**src/rtl/alu_mul_seq_pkg.sv**
```systemverilog
// rtl/alu_mul_seq_pkg.sv - shared types and Hack ALU control words for the sequential multiplier
package alu_mul_seq_pkg;

  typedef enum logic [1:0] {
    ST_IDLE = 2'd0,
    ST_ADD  = 2'd1,
    ST_DBL  = 2'd2,
    ST_DONE = 2'd3
  } mul_state_t;

  // Bit order zx nx zy ny f no
  localparam logic [5:0] ALU_OP_ZERO = 6'b101010;
  localparam logic [5:0] ALU_OP_ADD  = 6'b000010;

  function automatic logic state_busy(input mul_state_t s);
    return (s == ST_ADD) || (s == ST_DBL);
  endfunction

endpackage

```
**src/rtl/alu_mul_fsm.sv**
```systemverilog
// rtl/alu_mul_fsm.sv - multiplier sequencer: state register, next-state and ALU control decode
module alu_mul_fsm
  import alu_mul_seq_pkg::*;
#(
  parameter int W = 16
) (
  input  logic         clk,
  input  logic         rst_n,
  input  logic         req_valid,
  input  logic [W-1:0] req_b,
  input  logic [W-1:0] b_shr,
  input  logic         res_ready,
  output mul_state_t   state,
  output logic         req_ready,
  output logic         res_valid,
  output logic [5:0]   alu_ctrl
);

  mul_state_t state_d;

  always_ff @(posedge clk or negedge rst_n) begin
    if (!rst_n) state <= ST_IDLE;
    else        state <= state_d;
  end

  // b_shr is the multiplier after the pending shift; its LSB picks the next step
  always_comb begin
    state_d = state;
    case (state)
      ST_IDLE: begin
        if (req_valid) begin
          if (req_b == '0)   state_d = ST_DONE;
          else if (req_b[0]) state_d = ST_ADD;
          else               state_d = ST_DBL;
        end
      end
      ST_ADD:  state_d = (b_shr == '0) ? ST_DONE : ST_DBL;
      ST_DBL:  state_d = b_shr[0] ? ST_ADD : ST_DBL;
      ST_DONE: if (res_ready) state_d = ST_IDLE;
      default: state_d = ST_IDLE;
    endcase
  end

  assign req_ready = (state == ST_IDLE);
  assign res_valid = (state == ST_DONE);
  assign alu_ctrl  = state_busy(state) ? ALU_OP_ADD : ALU_OP_ZERO;

endmodule

```
**src/rtl/alu_mul_seq.sv**
```systemverilog
// rtl/alu_mul_seq.sv - shift-and-add 16-bit multiplier driving an external Hack ALU
module alu_mul_seq
  import alu_mul_seq_pkg::*;
#(
  parameter int W = 16
) (
  input  logic         clk,
  input  logic         rst_n,
  input  logic         req_valid,
  output logic         req_ready,
  input  logic [W-1:0] req_a,
  input  logic [W-1:0] req_b,
  output logic         res_valid,
  input  logic         res_ready,
  output logic [W-1:0] res_p,
  output logic [W-1:0] alu_x,
  output logic [W-1:0] alu_y,
  output logic         alu_zx,
  output logic         alu_nx,
  output logic         alu_zy,
  output logic         alu_ny,
  output logic         alu_f,
  output logic         alu_no,
  input  logic [W-1:0] alu_out,
  input  logic         alu_zr,
  input  logic         alu_ng
);

  mul_state_t   state;
  logic [5:0]   alu_ctrl;
  logic [W-1:0] acc, a, b;
  logic [W-1:0] b_shr;
  logic         unused_flags;

  assign b_shr        = b >> 1;
  assign unused_flags = alu_zr ^ alu_ng;

  alu_mul_fsm #(.W(W)) u_fsm (
    .clk       (clk),
    .rst_n     (rst_n),
    .req_valid (req_valid),
    .req_b     (req_b),
    .b_shr     (b_shr),
    .res_ready (res_ready),
    .state     (state),
    .req_ready (req_ready),
    .res_valid (res_valid),
    .alu_ctrl  (alu_ctrl)
  );

  always_ff @(posedge clk or negedge rst_n) begin
    if (!rst_n) begin
      acc <= '0;
      a   <= '0;
      b   <= '0;
    end else begin
      case (state)
        ST_IDLE: begin
          if (req_valid) begin
            acc <= '0;
            a   <= req_a;
            b   <= req_b;
          end
        end
        ST_ADD: acc <= alu_out;
        ST_DBL: begin
          a <= alu_out;
          b <= b_shr;
        end
        default: ;
      endcase
    end
  end

  // Operands follow registered state only, so no path exists from req_* to the ALU
  always_comb begin
    alu_x = '0;
    alu_y = '0;
    case (state)
      ST_ADD: begin
        alu_x = acc;
        alu_y = a;
      end
      ST_DBL: begin
        alu_x = a;
        alu_y = a;
      end
      default: ;
    endcase
  end

  assign {alu_zx, alu_nx, alu_zy, alu_ny, alu_f, alu_no} = alu_ctrl;
  assign res_p = acc;

endmodule

```
**config.mk**
```make
export PLATFORM = sky130hd
export DESIGN_NAME = alu_mul_seq
export DESIGN_NICKNAME = d
export VERILOG_FILES = /design/src/rtl/alu_mul_seq_pkg.sv /design/src/rtl/alu_mul_fsm.sv /design/src/rtl/alu_mul_seq.sv
export SDC_FILE = /design/constraint.sdc
export NUM_CORES = 1
export LEC_CHECK = 0
export CORE_UTILIZATION = 39
export DETAILED_ROUTE_END_ITERATION = 12
export HOLD_SLACK_MARGIN = 0.02
export PLACE_DENSITY = 0.76
export SYNTH_ARGS = -nofsm -noshare
export SYNTH_HDL_FRONTEND = slang
export SYNTH_SLANG_ARGS = --single-unit
```
**constraint.sdc**
```tcl
create_clock -name clk -period 1.8 [get_ports clk]
set_input_delay 0.36 -clock clk [delete_from_list [all_inputs] [get_ports clk]]
set_output_delay 0.36 -clock clk [all_outputs]
set_load 0.03 [all_outputs]
```
* After elaboration in Yosys (flattened, before gate mapping)
Index checks and enable logic that the tools add are counted.
Storage, ports and cells: flip-flop bits (word level) 50, logic and storage cells 35, output and inout port bits 56, input port bits 54
Cells by class: muxes and demuxes 16, reductions and logical operators 10, equal/unequal tests 5
Operators by type and width (number):
- 16-bit case mux with 2 select lines | 4
- 16-bit two-way mux | 4
- 16-bit zero test | 2
- 2-bit two-way mux | 5
- 2-bit case mux with 4 select lines | 1
- 6-bit two-way mux | 1
- 2-bit AND reduction | 3
- 2-bit == test, second input constant | 2
- 2-bit nonzero test | 2
- 2-bit by 1-bit == test with 1-bit output, second input constant | 1
- 2-bit zero test | 1
- 2-bit by 1-bit != test with 1-bit output, second input constant | 1
- 2-bit != test, second input constant | 1
- 2-bit OR reduction | 1
- 1-bit logical OR | 1
- 1-bit two-way mux | 1

* Depth between registers and ports, before layout
word-level depth 4, mapped depth 7, depth with buffers taken out 6

* Cells and area by module
A second synthesis with hierarchy kept.
Unflattened totals: cells, all modules 313, area total of the unflattened synthesis 3090.5 um2
Modules (own cells, without submodules):
- alu_mul_seq | area each 2763.9 um2, sequential area each 1176.1 um2, instances 1, cells an instance 273
- alu_mul_fsm | area each 326.6 um2, sequential area each 50.0 um2, instances 1, cells an instance 40

* Least setup slack after synthesis
OpenSTA, ideal clock, no wires.
path kind register -> output, start point register u_fsm.state[0], end point output port alu_x[0], cell stages (with the launch flop) 7, slack -0.181 ns, data arrival time 1.621 ns, data required time 1.440 ns, buffers on the path 2, cells stage by stage dfrtp_1 -> inv_1 -> ha_1 -> and2_1 -> clkbuf_1 -> buf_4 -> a22o_1
On the way: cells in the longest elaborated chain, start to end 2, elaborated cells on any way between the ends 3, classes of those cells eq/ne (2); mux (1)
Ends and longest elaborated chain:
- start, declared | line alu_mul_fsm.sv:13 | output mul_state_t state,
- start signal, assigned | line alu_mul_fsm.sv:23 | else state <= state_d;
- 2-bit == test or 2-bit by 1-bit == test with 1-bit output (tied branches) | line alu_mul_seq.sv:79 | case (state)
- 16-bit case mux with 2 select lines * | line alu_mul_seq.sv:79
- end, declared | line alu_mul_seq.sv:16 | output logic [W-1:0] alu_x,
Mark *: on every way between the ends. The rest lies on a longest branch, timed or not.

* Final worst setup path
start point register u_fsm.state[0], end point output port alu_x[9]
Same word-level chain as after synthesis.

==> out/metrics.cfg <==
[sta]
slew_headroom_pct = 54.5
fin_ws_ns = -0.279
rsz0062_at_grt = yes
hold_viol_final = 0
period_needed_ns = 2.08
fin_worst_hold_slack_ns = 0.520
skew_ns = 0.00681
drv_slew = 0
fin_crit_sh_pct = 115
setup-violations-final = 34
tightest_slew_ns = 0.683
clock.fmax_mhz = 481

[placement]
hpwl_um = 4950
portBuffers = 103
gp_congestion = 0.830
dp_cells = 426
dpl-instance-area_um2 = 3800

[clocking]
htree_levels = 2
cts_buffers = 5
clk_path_buf_depth = 2
cts_root_buf = clkbuf_8
tritoncts = done
clkTransAtPathRegs_ns = 0.09
clock-sinks = 49
clock_latency_ns = 0.31

[drt]
drc = 0
drt_iter0_markers = 72
via_per_inst = 5.15
routed_wl_um = 7090
firstDrtPassIters = 4
avgRoutedWirePerCell_um = 16.0
ant_nets = 0
dr_total_vias = 2285

[floorplan]
core_area_um2 = 6390
die_area_um2 = 6950
boundaryPins = 110
die_h_um = 83.4
die_x_um = 83.4
start_util_pct = 40.4
rows = 29

[synth]
synthesis.area_um2 = 2580
synth_most_common_cell = dfrtp_1
yosys_register_bits = 49
avgSynthCellArea_um2 = 10.4
synthTopCellsByCount = 49 x dfrtp_1, 32 x a22o_1, 32 x nand2_1
synth_area_leaders = dfrtp_1 47%, mux2i_1 12%, a22o_1 11%
synth-async-reset-ratio_pct = 100
yosysWarnings = 0
synth_top_area_share_pct = 47.5
synth.yosys.seq_area_share_pct = 47.5
synth_ff_type = dfrtp_1
synth-edff-count = 0
ys_types = 28
synthCells = 249
synth_top_cell_by_area = dfrtp_1

[grt]
met3_usage_pct = 4.87
grt_use_met2_pct = 34.9
grtUsageMet1_pct = 26.5
grt_max_degree = 45
grt-ovfl-total = 0
grt_pass1_vias = 2296
track_usage_pct = 20.8
grt_first_pass_wirelength_um = 11400
antenna_found_initial = 0
grt-busiest-layer = met2

[cells_and_area]
fin_cells = 444
drive_gt1_share_pct = 28.9
seqCellArea_um2 = 1230
multi_input_area_um2 = 1370
fillers = 519
syn_to_final_growth_pct = 62.3
antennaDiodeCount = 0
final_area_um2 = 4190
layout.nets = 425

[flow_run]
cap_violations = 0

[worst_hold_path]
hold_class = reg2reg
holdPathStages = 2

[critical_path]
end_kind = output pin
criticalPathCategory = reg2out
critPathTopFamily = flip-flops
crit_cells = 6
worst-path-max-fanout = 4
path_cells = inv_2 > ha_4 > and2_4 > clkbuf_16 > a22o_4 > buf_6
crit_path_start_kind = register
critPathArrivalTime_ns = 1.72
critPathMaxStageDelay_ns = 0.41
critPathBufInv = 3
crit_required_ns = 1.44
slowest_stage = dfrtp_1
reg2reg_depth = 5

[power]
powerDensity_nw_per_um2 = 2090
power_mw = 8.76
ir_drop_v = 0.00116
cellLeakagePower_nw = 2.01

[run_status]
status = complete, but fails checks
violations = negative setup slack

-- routing by layer --
| layer | routed length [µm] | share of wire [%] | up-vias |
|---|---|---|---|
| li1 | - | - | 1124 |
| met1 | 3190 | 45 | 1080 |
| met2 | 3490 | 49 | 70 |
| met3 | 295 | 4.2 | 11 |
| met4 | 114 | 1.6 | 0 |
| met5 | 0 | 0 | - |
-- kinds of logic (layout without fill, tap and decap cells) --
logic type / count (synthesis) / after routing / synth area share [%]
compound gates: 69 / 69 / 18.7
fa+ha+maj: 5 / 5 / 2.42
buf+inv: 27 / 143 / 5.86
flops: 49 / 49 / 47.5
mux: 31 / 31 / 12.2
other cells: 2 / 4 / 0.291
simple gates: 66 / 66 / 13.0
-- report_power, final --
part           internal (mW)  leakage, nW  switching [mW]
sequential              1.61        0.618           0.443
combinational           2.99         1.35            3.09
clock                  0.270       0.0450           0.368
total                   4.86         2.01            3.90
-- worst reg2reg max path: stages, from the launching register on --
cell and delay (ns):
dfrtp_1 0.41, inv_2 0.10, ha_1 0.17, buf_4 0.14, and2_1 0.56, a22o_1 0.24
-- through the flow --
step | setup TNS [ns] | util [%] | setup slack (ns)
finish | -7.44 | 65.6 | -0.279
global route | -9.59 | 65.6 | -0.338
CTS | -6.05 | 63.9 | -0.287
detailed placement | -1.65 | 59.5 | -0.0861
global placement | -0.930 | 59.5 | -0.0538
floorplan | 0 | - | 0.00814
-- sequential cells by signal, summed over array words and instances (netlist names) --
signal,count
a,16
b,15
res_p,16
u_fsm.state,2
-- final timing paths --
path | end | slack (ns) | startpoint
worst min-delay path | b[5] | 0.52 | b[5]
max in group asynchronous | b[13] | 0.71 | rst_n
worst min register to register | b[5] | 0.52 | b[5]
worst max register to register | res_p[14] | 0.13 | u_fsm.state[1]
worst max-delay path | alu_x[9] | -0.28 | u_fsm.state[0]
min in group asynchronous | res_p[14] | 0.56 | rst_n
-- final cells by class --
| class | count | share of cell area [%] |
|---|---|---|
| clock buffer | 6 | 1.73 |
| clock inverter | 2 | 0.239 |
| inverter | 4 | 0.418 |
| multi-input combinational | 175 | 32.7 |
| sequential | 49 | 29.3 |
| tap | 77 | 2.30 |
| timing repair buffer | 131 | 33.4 |
-- what timing repair did --
| item | 4_1_cts | 5_1_grt |
|---|---|---|
| hold buffers | 1 | 0 |
| endpoints found under the hold margin | 8 | 0 |
| pin swaps | 10 | 9 |
| cloned | 1 | 1 |
| resized for setup | 46 | 28 |
| endpoints found under the setup margin | 36 | 43 |
| setup buffers | 5 | 3 |
-- cells in the final DEF, fill, tap and decap left out, types with 2 or more instances in the layout --
cell	instances
mux2i_1	30
nand2b_1	2
nand2_1	32
clkbuf_8	5
nand4_1	2
conb_1	4
buf_4	14
clkdlybuf4s50_1	59
buf_12	5
dfrtp_1	49
dlymetal6s2s_1	7
inv_2	2
a22o_4	10
ha_1	3
o21ai_1	3
o21ai_0	29
clkinv_2	2
buf_6	41
a22o_1	22
and2_4	18
nor4_1	7
(Power assumes the default switching activity.)
